**src/rtl/counter_ctrl_pkg.sv**
```systemverilog
// Shared definitions for the tick counter controller: command opcodes,
// FSM state encoding and default widths.
package counter_ctrl_pkg;

  localparam int unsigned DEF_WIDTH      = 8;
  localparam int unsigned DEF_PRESCALE_W = 4;

  typedef enum logic [1:0] {
    OP_START = 2'd0,
    OP_STOP  = 2'd1,
    OP_PAUSE = 2'd2,
    OP_LOAD  = 2'd3
  } cmd_op_t;

  typedef enum logic [1:0] {
    ST_IDLE   = 2'd0,
    ST_RUN    = 2'd1,
    ST_PAUSED = 2'd2,
    ST_DONE   = 2'd3
  } state_t;

endpackage

```
**src/rtl/counter_prescaler.sv**
```systemverilog
// Clock prescaler: counts 0..presc while enabled and flags a tick on the
// cycle it reaches presc. en=0 freezes the phase, clr zeroes it.
module counter_prescaler
  import counter_ctrl_pkg::*;
#(
  parameter int unsigned PRESCALE_W = DEF_PRESCALE_W
) (
  input  logic                  clk,
  input  logic                  rst,
  input  logic                  en,
  input  logic                  clr,
  input  logic [PRESCALE_W-1:0] presc,
  output logic                  tick
);

  logic [PRESCALE_W-1:0] cnt_q;

  assign tick = en && (cnt_q == presc);

  // Prescale phase counter; clear has priority over advancing.
  always_ff @(posedge clk or posedge rst) begin
    if (rst) begin
      cnt_q <= '0;
    end else if (clr) begin
      cnt_q <= '0;
    end else if (en) begin
      cnt_q <= tick ? '0 : cnt_q + 1'b1;
    end
  end

endmodule

```
**src/rtl/counter_ctrl.sv**
```systemverilog
// Sequencing controller for the tick counter: start/stop/pause/load
// commands, programmable prescaler, one-shot or auto-reload terminal count.
// Optional macro COUNTER_CTRL_IRQ_LATCH_EN adds a sticky irq with irq_ack.
module counter_ctrl
  import counter_ctrl_pkg::*;
#(
  parameter int unsigned WIDTH      = DEF_WIDTH,
  parameter int unsigned PRESCALE_W = DEF_PRESCALE_W
) (
  input  logic                  clk,
  input  logic                  rst,
  input  logic                  cmd_valid,
  output logic                  cmd_ready,
  input  logic [1:0]            cmd_op,
  input  logic [WIDTH-1:0]      cmd_data,
  input  logic [PRESCALE_W-1:0] presc,
  input  logic                  auto_reload,
  output logic [WIDTH-1:0]      count,
  output logic                  busy,
  output logic                  done,
  output logic [1:0]            state_o
`ifdef COUNTER_CTRL_IRQ_LATCH_EN
  ,
  output logic                  irq,
  input  logic                  irq_ack
`endif
);

  state_t                state_q, state_n;
  logic [WIDTH-1:0]      count_q, count_n;
  logic [WIDTH-1:0]      term_q, term_n;
  logic [PRESCALE_W-1:0] presc_q, presc_n;
  logic                  ar_q, ar_n;
  logic                  done_q, done_n;
  logic                  busy_q, busy_n;
  logic                  pre_clr;
  logic                  tick;
  cmd_op_t               op;

  assign op        = cmd_op_t'(cmd_op);
  assign cmd_ready = 1'b1;
  assign count     = count_q;
  assign busy      = busy_q;
  assign done      = done_q;
  assign state_o   = state_q;

  counter_prescaler #(.PRESCALE_W(PRESCALE_W)) u_presc (
    .clk   (clk),
    .rst   (rst),
    .en    (state_q == ST_RUN),
    .clr   (pre_clr),
    .presc (presc_q),
    .tick  (tick)
  );

  // Register all controller state.
  always_ff @(posedge clk or posedge rst) begin
    if (rst) begin
      state_q <= ST_IDLE;
      count_q <= '0;
      term_q  <= '1;
      presc_q <= '0;
      ar_q    <= 1'b0;
      done_q  <= 1'b0;
      busy_q  <= 1'b0;
    end else begin
      state_q <= state_n;
      count_q <= count_n;
      term_q  <= term_n;
      presc_q <= presc_n;
      ar_q    <= ar_n;
      done_q  <= done_n;
      busy_q  <= busy_n;
    end
  end

  // Command decode and tick handling; LOAD is state-independent and, unlike
  // other commands, does not discard a coincident tick (old term compared).
  always_comb begin
    state_n = state_q;
    count_n = count_q;
    term_n  = term_q;
    presc_n = presc_q;
    ar_n    = ar_q;
    done_n  = 1'b0;
    pre_clr = 1'b0;
    if (cmd_valid && (op == OP_LOAD)) term_n = cmd_data;
    case (state_q)
      ST_IDLE, ST_DONE: begin
        if (cmd_valid) begin
          case (op)
            OP_START: begin
              state_n = ST_RUN;
              count_n = '0;
              presc_n = presc;
              ar_n    = auto_reload;
              pre_clr = 1'b1;
            end
            OP_STOP: begin
              state_n = ST_IDLE;
              count_n = '0;
              pre_clr = 1'b1;
            end
            default: ;
          endcase
        end
      end
      ST_RUN: begin
        if (cmd_valid && (op != OP_LOAD)) begin
          case (op)
            OP_START: begin
              count_n = '0;
              presc_n = presc;
              ar_n    = auto_reload;
              pre_clr = 1'b1;
            end
            OP_STOP: begin
              state_n = ST_IDLE;
              count_n = '0;
              pre_clr = 1'b1;
            end
            OP_PAUSE: state_n = ST_PAUSED;
            default: ;
          endcase
        end else if (tick) begin
          if (count_q == term_q) begin
            done_n = 1'b1;
            if (ar_q) count_n = '0;
            else      state_n = ST_DONE;
          end else begin
            count_n = count_q + 1'b1;
          end
        end
      end
      ST_PAUSED: begin
        if (cmd_valid) begin
          case (op)
            OP_START: state_n = ST_RUN;
            OP_STOP: begin
              state_n = ST_IDLE;
              count_n = '0;
              pre_clr = 1'b1;
            end
            default: ;
          endcase
        end
      end
      default: state_n = ST_IDLE;
    endcase
    busy_n = (state_n == ST_RUN) || (state_n == ST_PAUSED);
  end

`ifdef COUNTER_CTRL_IRQ_LATCH_EN
  logic irq_q;
  assign irq = irq_q;

  // Sticky interrupt: set by a done pulse, cleared by ack; set wins.
  always_ff @(posedge clk or posedge rst) begin
    if (rst)          irq_q <= 1'b0;
    else if (done_n)  irq_q <= 1'b1;
    else if (irq_ack) irq_q <= 1'b0;
  end
`endif

endmodule

```
**config.mk**
```make
export PLATFORM = sky130hd
export DESIGN_NAME = counter_ctrl
export DESIGN_NICKNAME = d
export VERILOG_FILES = /design/src/rtl/counter_ctrl_pkg.sv /design/src/rtl/counter_prescaler.sv /design/src/rtl/counter_ctrl.sv
export SDC_FILE = /design/constraint.sdc
export NUM_CORES = 1
export LEC_CHECK = 0
export ABC_CLOCK_PERIOD_IN_PS = 6100
export CAP_MARGIN = 20
export CORE_MARGIN = 2
export CORE_UTILIZATION = 40
export DETAILED_ROUTE_END_ITERATION = 8
export PLACE_DENSITY_LB_ADDON = 0.2
export SYNTH_ARGS = -nofsm -noshare
export SYNTH_HDL_FRONTEND = slang
export SYNTH_SLANG_ARGS = --single-unit
```
**constraint.sdc**
```tcl
create_clock -name clk -period 6.1 [get_ports clk]
set_clock_uncertainty 0.2 [all_clocks]
set_input_delay 1.83 -clock clk [delete_from_list [all_inputs] [get_ports clk]]
set_output_delay 1.83 -clock clk [all_outputs]
set_load 0.005 [all_outputs]
```
==> summary.txt <==
Clock network
  • CTS root buf: clkbuf_8
  • Post-CTS Hold Buffers: 0
  • CTS tree: done
  • Worst skew pair latency: 280 ps
  • Clock Sinks: 29
  • Cts bufs inserted: 5
  • Post-CTS Repair Setup Buffers: 0
  • Gates resized, CTS repair: 0
  • Htree depth: 2
  • Clock slew seen by the registers of the worst setup and hold paths: 60 ps
  • CTS Buffer Depth: 2

Global routing
  • Vias in the first global route: 1539
  • First-pass GRT wire length: 7220 um
  • Largest net degree at the start of global routing: 30
  • GRT Overall Usage: 0.178
  • GRT overflow: 0
  • Initial antenna violation count: 0

Synth
  • Sequential cell area fraction in the yosys report: 0.401
  • Largest area contributor in the netlist: dfrtp_1
  • Ys Warns: 0
  • Post-Synthesis Cells: 186
  • Syn Area/Cell: 9.87 um2
  • Most frequent cells after synthesis: dfrtp_1, mux2_2, nand2_1
  • Top-count cell post-synth: dfrtp_1
  • Netlist Area Pre-Place: 1840 um2
  • Yosys top cell area share: 0.286
  • Post-synth EDFFs: 0
  • Synth top area cells: dfrtp_1, dfstp_2, mux2_2, ha_1, xor2_1
  • Count of different cell masters after synthesis: 46
  • Yosys reg bits: 29
  • Syn nets: 212
  • Prevailing post-synth register cell: dfrtp_1
  • Async SR Flop Fraction: 1.00

Worst setup path
  • Worst EP arrival: 3900 ps
  • Crit path cell chain: clkdlybuf4s50_1 -> ha_1 -> nor2b_1 -> nor2_1 -> and3_1 -> and4b_1 -> a221o_1
  • Top delay family on crit path: simple AND/OR/NAND/NOR gates
  • Reg2Reg Depth: 6
  • R2R Setup Slk: 3660 ps
  • Crit path max fanout: 10
  • Crit-path max cell delay: between 500 and 600 ps
  • Setup crit end kind: register
  • Worst Setup Path Type: primary input to register
  • Worst Path Buf+Inv: 1
  • CP startpoint kind: primary input
  • Worst path slowest cell: nor2b_1
  • WP data required: a little over 6000 ps
  • Worst r2r dst: presc_q[2]
  • FF-to-FF Start: state_o[1]

Floorplanning
  • Starting Density: 0.419
  • Total core area: between 4000 and 5000 um2
  • Std-Cell Rows: 24
  • Num ports: 31
  • Die Wd: 71.7 um
  • Die Ht: 71.7 um
  • Die area: 5150 um2

Drt
  • 1st-iter DRT viols: 90
  • # DRC: 0
  • Vias/cell: around 5.7
  • Vias: ~1500
  • Post-DRT Antenna Nets: 0
  • DR WL/cell: 15.5 um
  • Final wirelength: 4140 um
  • Pre-Repair DR Iteration Count: 4

Place
  • Routability congestion estimate: 0.917
  • PortBufs: 29
  • Detailed placement HPWL: between 3000 and 4000 um

Final layout
  • Fill cells: 416
  • Share of layout cells above drive strength 1: 0.149
  • Final Util: 0.513
  • Multi-input combinational cell area: 1010 um2
  • FF+latch area: 736 um2
  • Nets: 240
  • Ant. Diodes: 0
  • Layout area overhead: 22.6%

STA
  • Final Hold Viols: 0
  • Final Max Tran Viols: 0
  • Fin Setup TNS: 0 ps
  • RSZ-0062 raised after global routing: false
  • Final setup viols: 0
  • Maximum operating frequency: 255 MHz
  • Slew margin rel.: 0.558
  • Minimum clock period: 3930 ps
  • Crit share post-route: 0.643
  • Worst-margin pin slew: approximately 660 ps

Pwr
  • Peak VDD IR: 0.138 mV
  • P_leak: approximately 1 nW
  • Power consumption: ~740 uW
  • Power Dens Cells: 327 nW/um2

Hold path
  • WHS Endpoint: presc_q[0]
  • Hold Path Origin: presc_q[0]
  • Hold depth: 1
  • Hold WC Path Type: register to register

Flow run
  • Max_cap viols: 0

Run status
  • Status: completed
power breakdown:
group / switching (mW) / internal [mW]
Sequential: 0.0403 / 0.246
Combinational: 0.158 / 0.142
Clock: 0.0687 / 0.0808
Total: 0.267 / 0.469
state kept, by name (all words and copies together), names as in the netlist:
name,cells
count,8
term_q,8
presc_q,4
u_presc.cnt_q,4
state_o,2
ar_q,1
busy,1
done,1
kinds of logic after synthesis:
kind of cell	count (synthesis)	share of synthesized area
compound gates	44	0.173
xor+xnor	13	0.0620
fa+ha+maj	8	0.0545
buf+inv	19	0.0464
flops	29	0.401
mux	14	0.0852
other cells	1	0.00204
simple gates	58	0.176
routing by layer:
layer,vias to the layer above,GRT usage,part of all wire
li1,727,-,-
met1,725,0.236,0.46
met2,51,0.283,0.47
met3,6,0.0422,0.051
met4,0,0.0650,0.013
met5,-,0,0
metrics by stage:
| step | hold slack (ps) | worst slack, ps | std cells | area (um2) |
|---|---|---|---|---|
| floorplan | 282 | 2610 | 186 | 1840 |
| global placement | 314 | 1960 | 258 | 2140 |
| detailed placement | 317 | 1890 | 258 | 2140 |
| CTS | 329 | 2180 | 266 | 2220 |
| global route | 356 | 1990 | 267 | 2250 |
| finish | 326 | 2170 | 267 | 2250 |
worst max-delay path by stage:
stage / startpoint / end / slack (ps) / depth (start not counted)
after floorplan: cmd_op[1] / count[3] / 2610 / 7
final: cmd_op[0] / count[2] / 2170 / 7
after global placement: cmd_op[0] / count[2] / 1960 / 7
after global routing: cmd_op[1] / count[3] / 1990 / 8
after detailed placement: cmd_op[0] / count[4] / 1890 / 7
after CTS: cmd_op[0] / count[4] / 2180 / 7
worst register-to-register path: stages (launching register included):
cell,delay [ps]
dfrtp_1,440
inv_1,80
ha_1,450
inv_1,200
o21ai_0,220
and3_1,360
mux2_2,380
placed cells by master, fill, tap and decap left out, types with 3 or more instances in the layout:
cell type / netlist / routed
a21o_1: 3 / 3
clkdlybuf4s50_1: 0 / 29
nor2b_1: 4 / 4
nor3_1: 5 / 5
inv_1: 10 / 10
dfstp_2: 8 / 8
clkbuf_8: 0 / 5
o21ai_0: 7 / 7
xor2_1: 9 / 9
and3_1: 5 / 5
xnor2_1: 4 / 4
mux2_2: 13 / 13
clkbuf_1: 5 / 3
nand3_1: 4 / 4
nand2b_1: 5 / 5
a31oi_1: 6 / 6
a221o_1: 3 / 3
nor2_1: 9 / 9
dfrtp_1: 21 / 21
ha_1: 8 / 8
a21oi_1: 6 / 6
and2_1: 4 / 4
nand2_1: 13 / 13
final cells by class:
type | instances | area share
clock buffers | 8 | 0.0356
inverters | 10 | 0.0167
multi-input cells | 138 | 0.451
flip-flops and latches | 29 | 0.327
well taps | 52 | 0.0289
repair buffers | 30 | 0.141
Power figures use the tool's default switching activity.
